--- src/rtl/exhaustive_stim_gen_if.sv ---
// Handshake and data bundle between the exhaustive stimulus generator and
// its controller / block under test.
interface exhaustive_stim_gen_if #(
  parameter int IN_W  = 3,
  parameter int OUT_W = 2
);
  logic             start;
  logic             abort;
  logic [IN_W-1:0]  vec_out;
  logic             vec_valid;
  logic [OUT_W-1:0] resp_in;
  logic             busy;
  logic             done;
  logic [IN_W:0]    vec_count;
  logic [15:0]      signature;

  modport master (
    input  start, abort, resp_in,
    output vec_out, vec_valid, busy, done, vec_count, signature
  );

  modport slave (
    output start, abort, resp_in,
    input  vec_out, vec_valid, busy, done, vec_count, signature
  );
endinterface

--- src/rtl/exhaustive_stim_gen.sv ---
// Exhaustive stimulus sequencer with response compaction into a 16-bit signature.
// Define EXHAUSTIVE_STIM_MISR_EN for a MISR signature; otherwise an additive checksum.
module exhaustive_stim_gen #(
  parameter int IN_W   = 3,
  parameter int OUT_W  = 2,
  parameter int SETTLE = 1
) (
  input logic                  clk,
  input logic                  reset_n,
  exhaustive_stim_gen_if.master bus
);

  localparam int WC_W = (SETTLE > 1) ? $clog2(SETTLE + 1) : 1;

  localparam logic [WC_W-1:0] WC_ONE   = 1;
  localparam logic [WC_W-1:0] WC_LAST  = WC_W'(SETTLE - 1);
  localparam logic [IN_W-1:0] VEC_ONE  = 1;
  localparam logic [IN_W-1:0] VEC_LAST = '1;
  localparam logic [IN_W:0]   CNT_ONE  = 1;

  typedef enum logic [1:0] {IDLE, WAIT, CAPTURE, DONE} state_t;

  state_t          state;
  state_t          state_next;
  logic [WC_W-1:0] wait_cnt;
  logic [IN_W-1:0] vec_reg;
  logic [IN_W:0]   count_reg;
  logic [15:0]     sig_reg;
  logic [15:0]     sig_next;
  logic [15:0]     resp_ext;
  logic            valid_q;
  logic            busy_q;
  logic            done_q;
  logic            settle_hit;
  logic            last_vec;

  assign resp_ext   = 16'(bus.resp_in);
  assign settle_hit = (wait_cnt == WC_LAST);
  assign last_vec   = (vec_reg == VEC_LAST);

`ifdef EXHAUSTIVE_STIM_MISR_EN
  // Taps for x^16+x^14+x^13+x^11+1, response XORed in after the shift.
  assign sig_next = {sig_reg[14:0], sig_reg[15] ^ sig_reg[13] ^ sig_reg[12] ^ sig_reg[10]} ^ resp_ext;
`else
  assign sig_next = sig_reg + resp_ext;
`endif

  always_ff @(posedge clk) begin
    if (!reset_n)
      state <= IDLE;
    else
      state <= state_next;
  end

  always_comb begin
    state_next = state;
    valid_q    = 1'b0;
    busy_q     = 1'b0;
    done_q     = 1'b0;
    case (state)
      IDLE: begin
        if (bus.start)
          state_next = WAIT;
      end
      WAIT: begin
        valid_q = 1'b1;
        busy_q  = 1'b1;
        if (settle_hit)
          state_next = CAPTURE;
      end
      CAPTURE: begin
        valid_q    = 1'b1;
        busy_q     = 1'b1;
        state_next = last_vec ? DONE : WAIT;
      end
      DONE: begin
        done_q = 1'b1;
        if (bus.start)
          state_next = WAIT;
      end
      default: state_next = IDLE;
    endcase
    // Abort overrides every transition, including a simultaneous start.
    if (bus.abort)
      state_next = IDLE;
  end

  always_ff @(posedge clk) begin
    if (!reset_n || bus.abort) begin
      wait_cnt  <= '0;
      vec_reg   <= '0;
      count_reg <= '0;
      sig_reg   <= '0;
    end else begin
      case (state)
        IDLE, DONE: begin
          if (bus.start) begin
            wait_cnt  <= '0;
            vec_reg   <= '0;
            count_reg <= '0;
            sig_reg   <= '0;
          end
        end
        WAIT: wait_cnt <= wait_cnt + WC_ONE;
        CAPTURE: begin
          sig_reg   <= sig_next;
          count_reg <= count_reg + CNT_ONE;
          if (!last_vec) begin
            vec_reg  <= vec_reg + VEC_ONE;
            wait_cnt <= '0;
          end
        end
        default: ;
      endcase
    end
  end

  assign bus.vec_out   = vec_reg;
  assign bus.vec_valid = valid_q;
  assign bus.busy      = busy_q;
  assign bus.done      = done_q;
  assign bus.vec_count = count_reg;
  assign bus.signature = sig_reg;

endmodule
--- src/flat_wrapper.sv ---
// flat-port wrapper written by rule: the top's interface ports become plain ports
module exhaustive_stim_gen_flat 
#(
  parameter int IN_W   = 3,
  parameter int OUT_W  = 2,
  parameter int SETTLE = 1
)
  (clk, reset_n, bus_start, bus_abort, bus_resp_in, bus_vec_out, bus_vec_valid, bus_busy, bus_done, bus_vec_count, bus_signature);
  exhaustive_stim_gen_if #(.IN_W(IN_W), .OUT_W(OUT_W)) bus_i ();
  input logic clk;
  input logic reset_n;
  input wire logic [$bits(bus_i.start)-1:0] bus_start;
  input wire logic [$bits(bus_i.abort)-1:0] bus_abort;
  input wire logic [$bits(bus_i.resp_in)-1:0] bus_resp_in;
  output wire logic [$bits(bus_i.vec_out)-1:0] bus_vec_out;
  output wire logic [$bits(bus_i.vec_valid)-1:0] bus_vec_valid;
  output wire logic [$bits(bus_i.busy)-1:0] bus_busy;
  output wire logic [$bits(bus_i.done)-1:0] bus_done;
  output wire logic [$bits(bus_i.vec_count)-1:0] bus_vec_count;
  output wire logic [$bits(bus_i.signature)-1:0] bus_signature;
  assign bus_i.start = bus_start;
  assign bus_i.abort = bus_abort;
  assign bus_i.resp_in = bus_resp_in;
  assign bus_vec_out = bus_i.vec_out;
  assign bus_vec_valid = bus_i.vec_valid;
  assign bus_busy = bus_i.busy;
  assign bus_done = bus_i.done;
  assign bus_vec_count = bus_i.vec_count;
  assign bus_signature = bus_i.signature;
  exhaustive_stim_gen #(.IN_W(IN_W), .OUT_W(OUT_W), .SETTLE(SETTLE)) u_core (.clk(clk), .reset_n(reset_n), .bus(bus_i));
endmodule
--- config.mk ---
export PLATFORM = sky130hd
export DESIGN_NAME = exhaustive_stim_gen_flat
export DESIGN_NICKNAME = d
export VERILOG_FILES = /design/src/rtl/exhaustive_stim_gen_if.sv /design/src/rtl/exhaustive_stim_gen.sv /design/src/flat_wrapper.sv
export SDC_FILE = /design/constraint.sdc
export NUM_CORES = 1
export LEC_CHECK = 0
export CAP_MARGIN = 20
export CORE_AREA = 2 2 52 54
export CTS_CLUSTER_SIZE = 25
export DETAILED_ROUTE_END_ITERATION = 6
export DIE_AREA = 0 0 54 56
export DONT_BUFFER_PORTS = 1
export PLACE_DENSITY = 0.69
export SYNTH_ARGS = -nofsm -noshare
export SYNTH_HDL_FRONTEND = slang
export SYNTH_SLANG_ARGS = --single-unit
--- constraint.sdc ---
create_clock -name clk -period 2.6 [get_ports clk]
set_input_delay 0.39 -clock clk [delete_from_list [all_inputs] [get_ports clk]]
set_output_delay 0.39 -clock clk [all_outputs]
set_load 0.02 [all_outputs]
==> results.env <==
INITIAL_ANTENNA_VIOLATION_COUNT=0
HOLDBUFCOUNTCTS=0
TOTAL_CTS_BUFFERS=3
FINALCRITPERIODSHARE_PCT=82.5
CLOCK_SLEW_SEEN_BY_THE_REGISTERS_OF_THE_WORST_SETUP_AND_HOLD_PATHS_NS=0.15
PIN_COUNT_OF_THE_BIGGEST_NET_ENTERING_GLOBAL_ROUTING=16
P_LEAK_nW=0.475
PLACE.PORT_BUFFERS=0
AREA_GROWTH_SYN_TO_LAYOUT_PCT=3.69
CTS_SINKS=26
CORE.ROWCOUNT=18
SYNTH_AREA_SQ_MM=0.00132
DPL.HPWL_UM=1770
WORST_HOLD_STARTPOINT='bus_resp_in[0]'
FINAL-MAX-SLEW-VIOLATION-COUNT=0
DRTITER0DRC=22
CTS_TREE='done'
ROUTED_WIRELENGTH_UM=2420
VIA_COUNT_OF_THE_FIRST_GLOBAL_ROUTING_PASS=1021
CTS_RESIZED=0
YS.FLOP_TYPE='sky130_fd_sc_hd__dfxtp_1'
R2R-END='u_core.bus.signature[15]'
SYNTH.AVG_CELL_AREA_SQ_UM=9.06
CTS_HTREE_LEVELS=1
TOTAL_POWER_mW=0.730
CLOCK-ROOT-BUFFER='sky130_fd_sc_hd__clkbuf_4'
POST_DRT_WL_PER_CELL_UM=14.0
DIE_H_UM=56
PLACEMENT.SETUP.WORST_SLACK_NS=0.474
VDD.IR_DROP.WORST_V=0.000400
ASYNC_RESET_FF_SHARE_PCT=0
CTS_SETUP_BUFFERS=0
YOSYSSEQAREASHARE_PCT=39.4
GLOBALPLACE.CONGESTION=0.764
CRIT-REG2REG-LAUNCH='u_core.state[0]'
INSERTION_DELAY_NS=0.33
POSTSYNTHNETCOUNT=162
VIAS=1033
RANKING_OF_SYNTHESIZED_CELLS_BY_AREA='sky130_fd_sc_hd__dfxtp_1 (39%), sky130_fd_sc_hd__ha_1 (8.5%), sky130_fd_sc_hd__nor2_1 (5.1%)'
CRIT_PATH_TOP_DELAY_CELL='sky130_fd_sc_hd__or4_1'
SYNTH.TOP_CELL.AREA_SHARE_PCT=39.4
POST-ROUTE-UTIL_PCT=56.4
POST-SYNTH-TOP-AREA-CELL='sky130_fd_sc_hd__dfxtp_1'
DRT-PASS1-ITER-COUNT=4
GRT_UTIL_ALL_LAYERS_PCT=18.2
NETLIST-CELL-TYPE-COUNT=38
HOLD_PATH_DEPTH=3
START_UTIL_PCT=54.4
ANT_NETS=0
ARRIVAL_TIME_AT_THE_WORST_ENDPOINT_NS=2.40
WHS_ENDPOINT='u_core.bus.signature[0]'
SETUP_WS_NS=0.455
MAXIMUM_NET_FANOUT_ON_THE_CRITICAL_PATH=12
DIE_AREA_SQ_MM=0.00302
LAYOUT_COMMON_CELLS='sky130_fd_sc_hd__dfxtp_1 (26), sky130_fd_sc_hd__nor2_1 (18), sky130_fd_sc_hd__a21oi_1 (10)'
SETUP_VIOL=0
CP_TOP_FAMILY='simple AND/OR/NAND/NOR gates'
R2R_SETUP_SLACK_NS=0.46
VIAS_PER_CELL=5.97
OUTCOME='finished, final reports clean'
MIN_PERIOD_NS=2.14
CLOCK.FMAX_MHz=466
NETS=160
GRT_REMAINING_OVERFLOW=0
ROUTE.DETAILED.DRC=0
MAX_CAP_VIOL_COUNT=0
FIN_SETUP_TNS_NS=0
INSERTEDDIODECOUNT=0
RSZ0062_AT_GRT='false'
LEADING_CELL_TYPE_IN_THE_LAYOUT_FILL_AND_TAPS_EXCLUDED='sky130_fd_sc_hd__dfxtp_1'
DESIGN.PORTCOUNT=32
SYNTH-EDFF-COUNT=0
WARNING_COUNT_FROM_THE_YOSYS_RUN=0
DIE-WIDTH_UM=54
CP.REQUIRED_NS=2.86
RR_WORST_DEPTH=6
P_PER_AREA_mW_PER_MM2=532
HOLD_PATH_CLASS='in2reg'
CRITICAL_PATH.N_BUFFERS_INVERTERS=1
NUMPLACEDINSTANCES=169
CORE_REGION_AREA_SQ_MM=0.00243
WORST_PIN_SLEW_NS=0.621
FRACTION_OF_FINAL_LAYOUT_CELLS_WITH_DRIVE_STRENGTH_GREATER_THAN_1_PCT=7.69
SETUP.WORST_PATH.END_CLASS='flop'
HEADROOM_TO_THE_MAX_SLEW_LIMIT_PCT=57.4
SYNTH_SEQ_CELLS=26
CTS-ROOT-TO-SINK-BUFFERS=2
TIMING.SETUP.CRITICAL_PATH_CLASS='reg2reg'
CLOCK_SKEW_NS=0.0164
FINALHOLDVIOLCOUNT=0
CP_SLOWEST_STAGE_DELAY_NS=0.53
WORSTPATHCELLLIST='inv_1 -> ha_1 -> mux2_4 -> nand4_2 -> or4_1 -> a21oi_1'
GRT_FIRST_PASS_WIRELENGTH_UM=4270
SYNTHESIS.INSTANCES=146
STDCELL_COUNT=173
WORSTSETUPSTARTPOINTTYPE='flop'
-- metrics by stage --
step                      hold WS [ns]  instance area [sq um]
final                            0.320                   1370
after global routing             0.337                   1370
after CTS                        0.320                   1370
after detailed placement         0.548                   1320
after global placement           0.537                   1320
after floorplan                  0.514                   1320
-- per-layer routing --
layer / vias up / global-route usage [%] / wire length [um]
met2: 28 / 30.8 / 1190
met5: - / 0 / 0
met1: 487 / 20.9 / 1040
met3: 2 / 5.11 / 173
li1: 516 / - / -
met4: 0 / 6.79 / 15
-- cell type report --
class                      count  area (sq um)
clock buffer                   3          22.5
clock inverter                 1          30.0
fill                         218          1060
inverter                       6          22.5
multi-input combinational    107           738
sequential                    26           520
tap                           30          37.5
-- sequential cells by signal (all words and copies together), names as in the netlist --
| signal | flops |
|---|---|
| u_core.bus.vec_out | 3 |
| u_core.bus.vec_count | 4 |
| u_core.wait_cnt | 1 |
| u_core.state | 2 |
| u_core.bus.signature | 16 |
-- power breakdown --
| part | internal [mW] | total, mW | switching, mW | leakage [nW] |
|---|---|---|---|---|
| logic | 0.0150 | 0.0467 | 0.0317 | 0.238 |
| clock network | 0.156 | 0.280 | 0.124 | 0.0279 |
| registers | 0.401 | 0.403 | 0.00258 | 0.210 |
| total | 0.571 | 0.730 | 0.158 | 0.475 |
-- synth_stat cells (3+ instances only) --
cell type and number:
sky130_fd_sc_hd__xor2_1 4, sky130_fd_sc_hd__nand3_1 6, sky130_fd_sc_hd__o31ai_1 5, sky130_fd_sc_hd__nor2_1 18, sky130_fd_sc_hd__clkbuf_1 4, sky130_fd_sc_hd__ha_1 9, sky130_fd_sc_hd__xnor2_1 3, sky130_fd_sc_hd__inv_1 6
sky130_fd_sc_hd__or4_1 4, sky130_fd_sc_hd__or3_1 3, sky130_fd_sc_hd__nand2b_1 3, sky130_fd_sc_hd__a21oi_1 10, sky130_fd_sc_hd__o21ai_0 4, sky130_fd_sc_hd__a22oi_1 3, sky130_fd_sc_hd__mux2i_1 3, sky130_fd_sc_hd__dfxtp_1 26
sky130_fd_sc_hd__nand2_1 7
-- worst reg2reg max path, stage by stage, from the launching register on --
cell and delay, ns:
sky130_fd_sc_hd__dfxtp_1 0.43, sky130_fd_sc_hd__inv_1 0.07, sky130_fd_sc_hd__ha_1 0.40, sky130_fd_sc_hd__mux2_4 0.28, sky130_fd_sc_hd__nand4_2 0.24, sky130_fd_sc_hd__or4_1 0.54
sky130_fd_sc_hd__a21oi_1 0.14
-- how the worst max path moves through the flow --
stage                     cells past startpoint  slack (ns)       startpoint                        to
after detailed placement                      6        0.47  u_core.state[0]  u_core.bus.signature[15]
after global routing                          6        0.32  u_core.state[0]  u_core.bus.signature[15]
final                                         6        0.46  u_core.state[0]  u_core.bus.signature[15]
after CTS                                     6        0.45  u_core.state[0]  u_core.bus.signature[15]
after global placement                        6        0.56  u_core.state[0]  u_core.bus.signature[15]
after floorplan                               7        0.68  u_core.state[0]  u_core.bus.signature[13]
-- cell families after synthesis --
logic type	after synthesis	share of synthesized area, %
compound gates	30	14.7
buf+inv	13	4.82
xor+xnor	7	4.64
mux	5	4.26
fa+ha+maj	10	10.0
simple gates	55	22.2
flops	26	39.4
(Power assumes the default switching activity.)
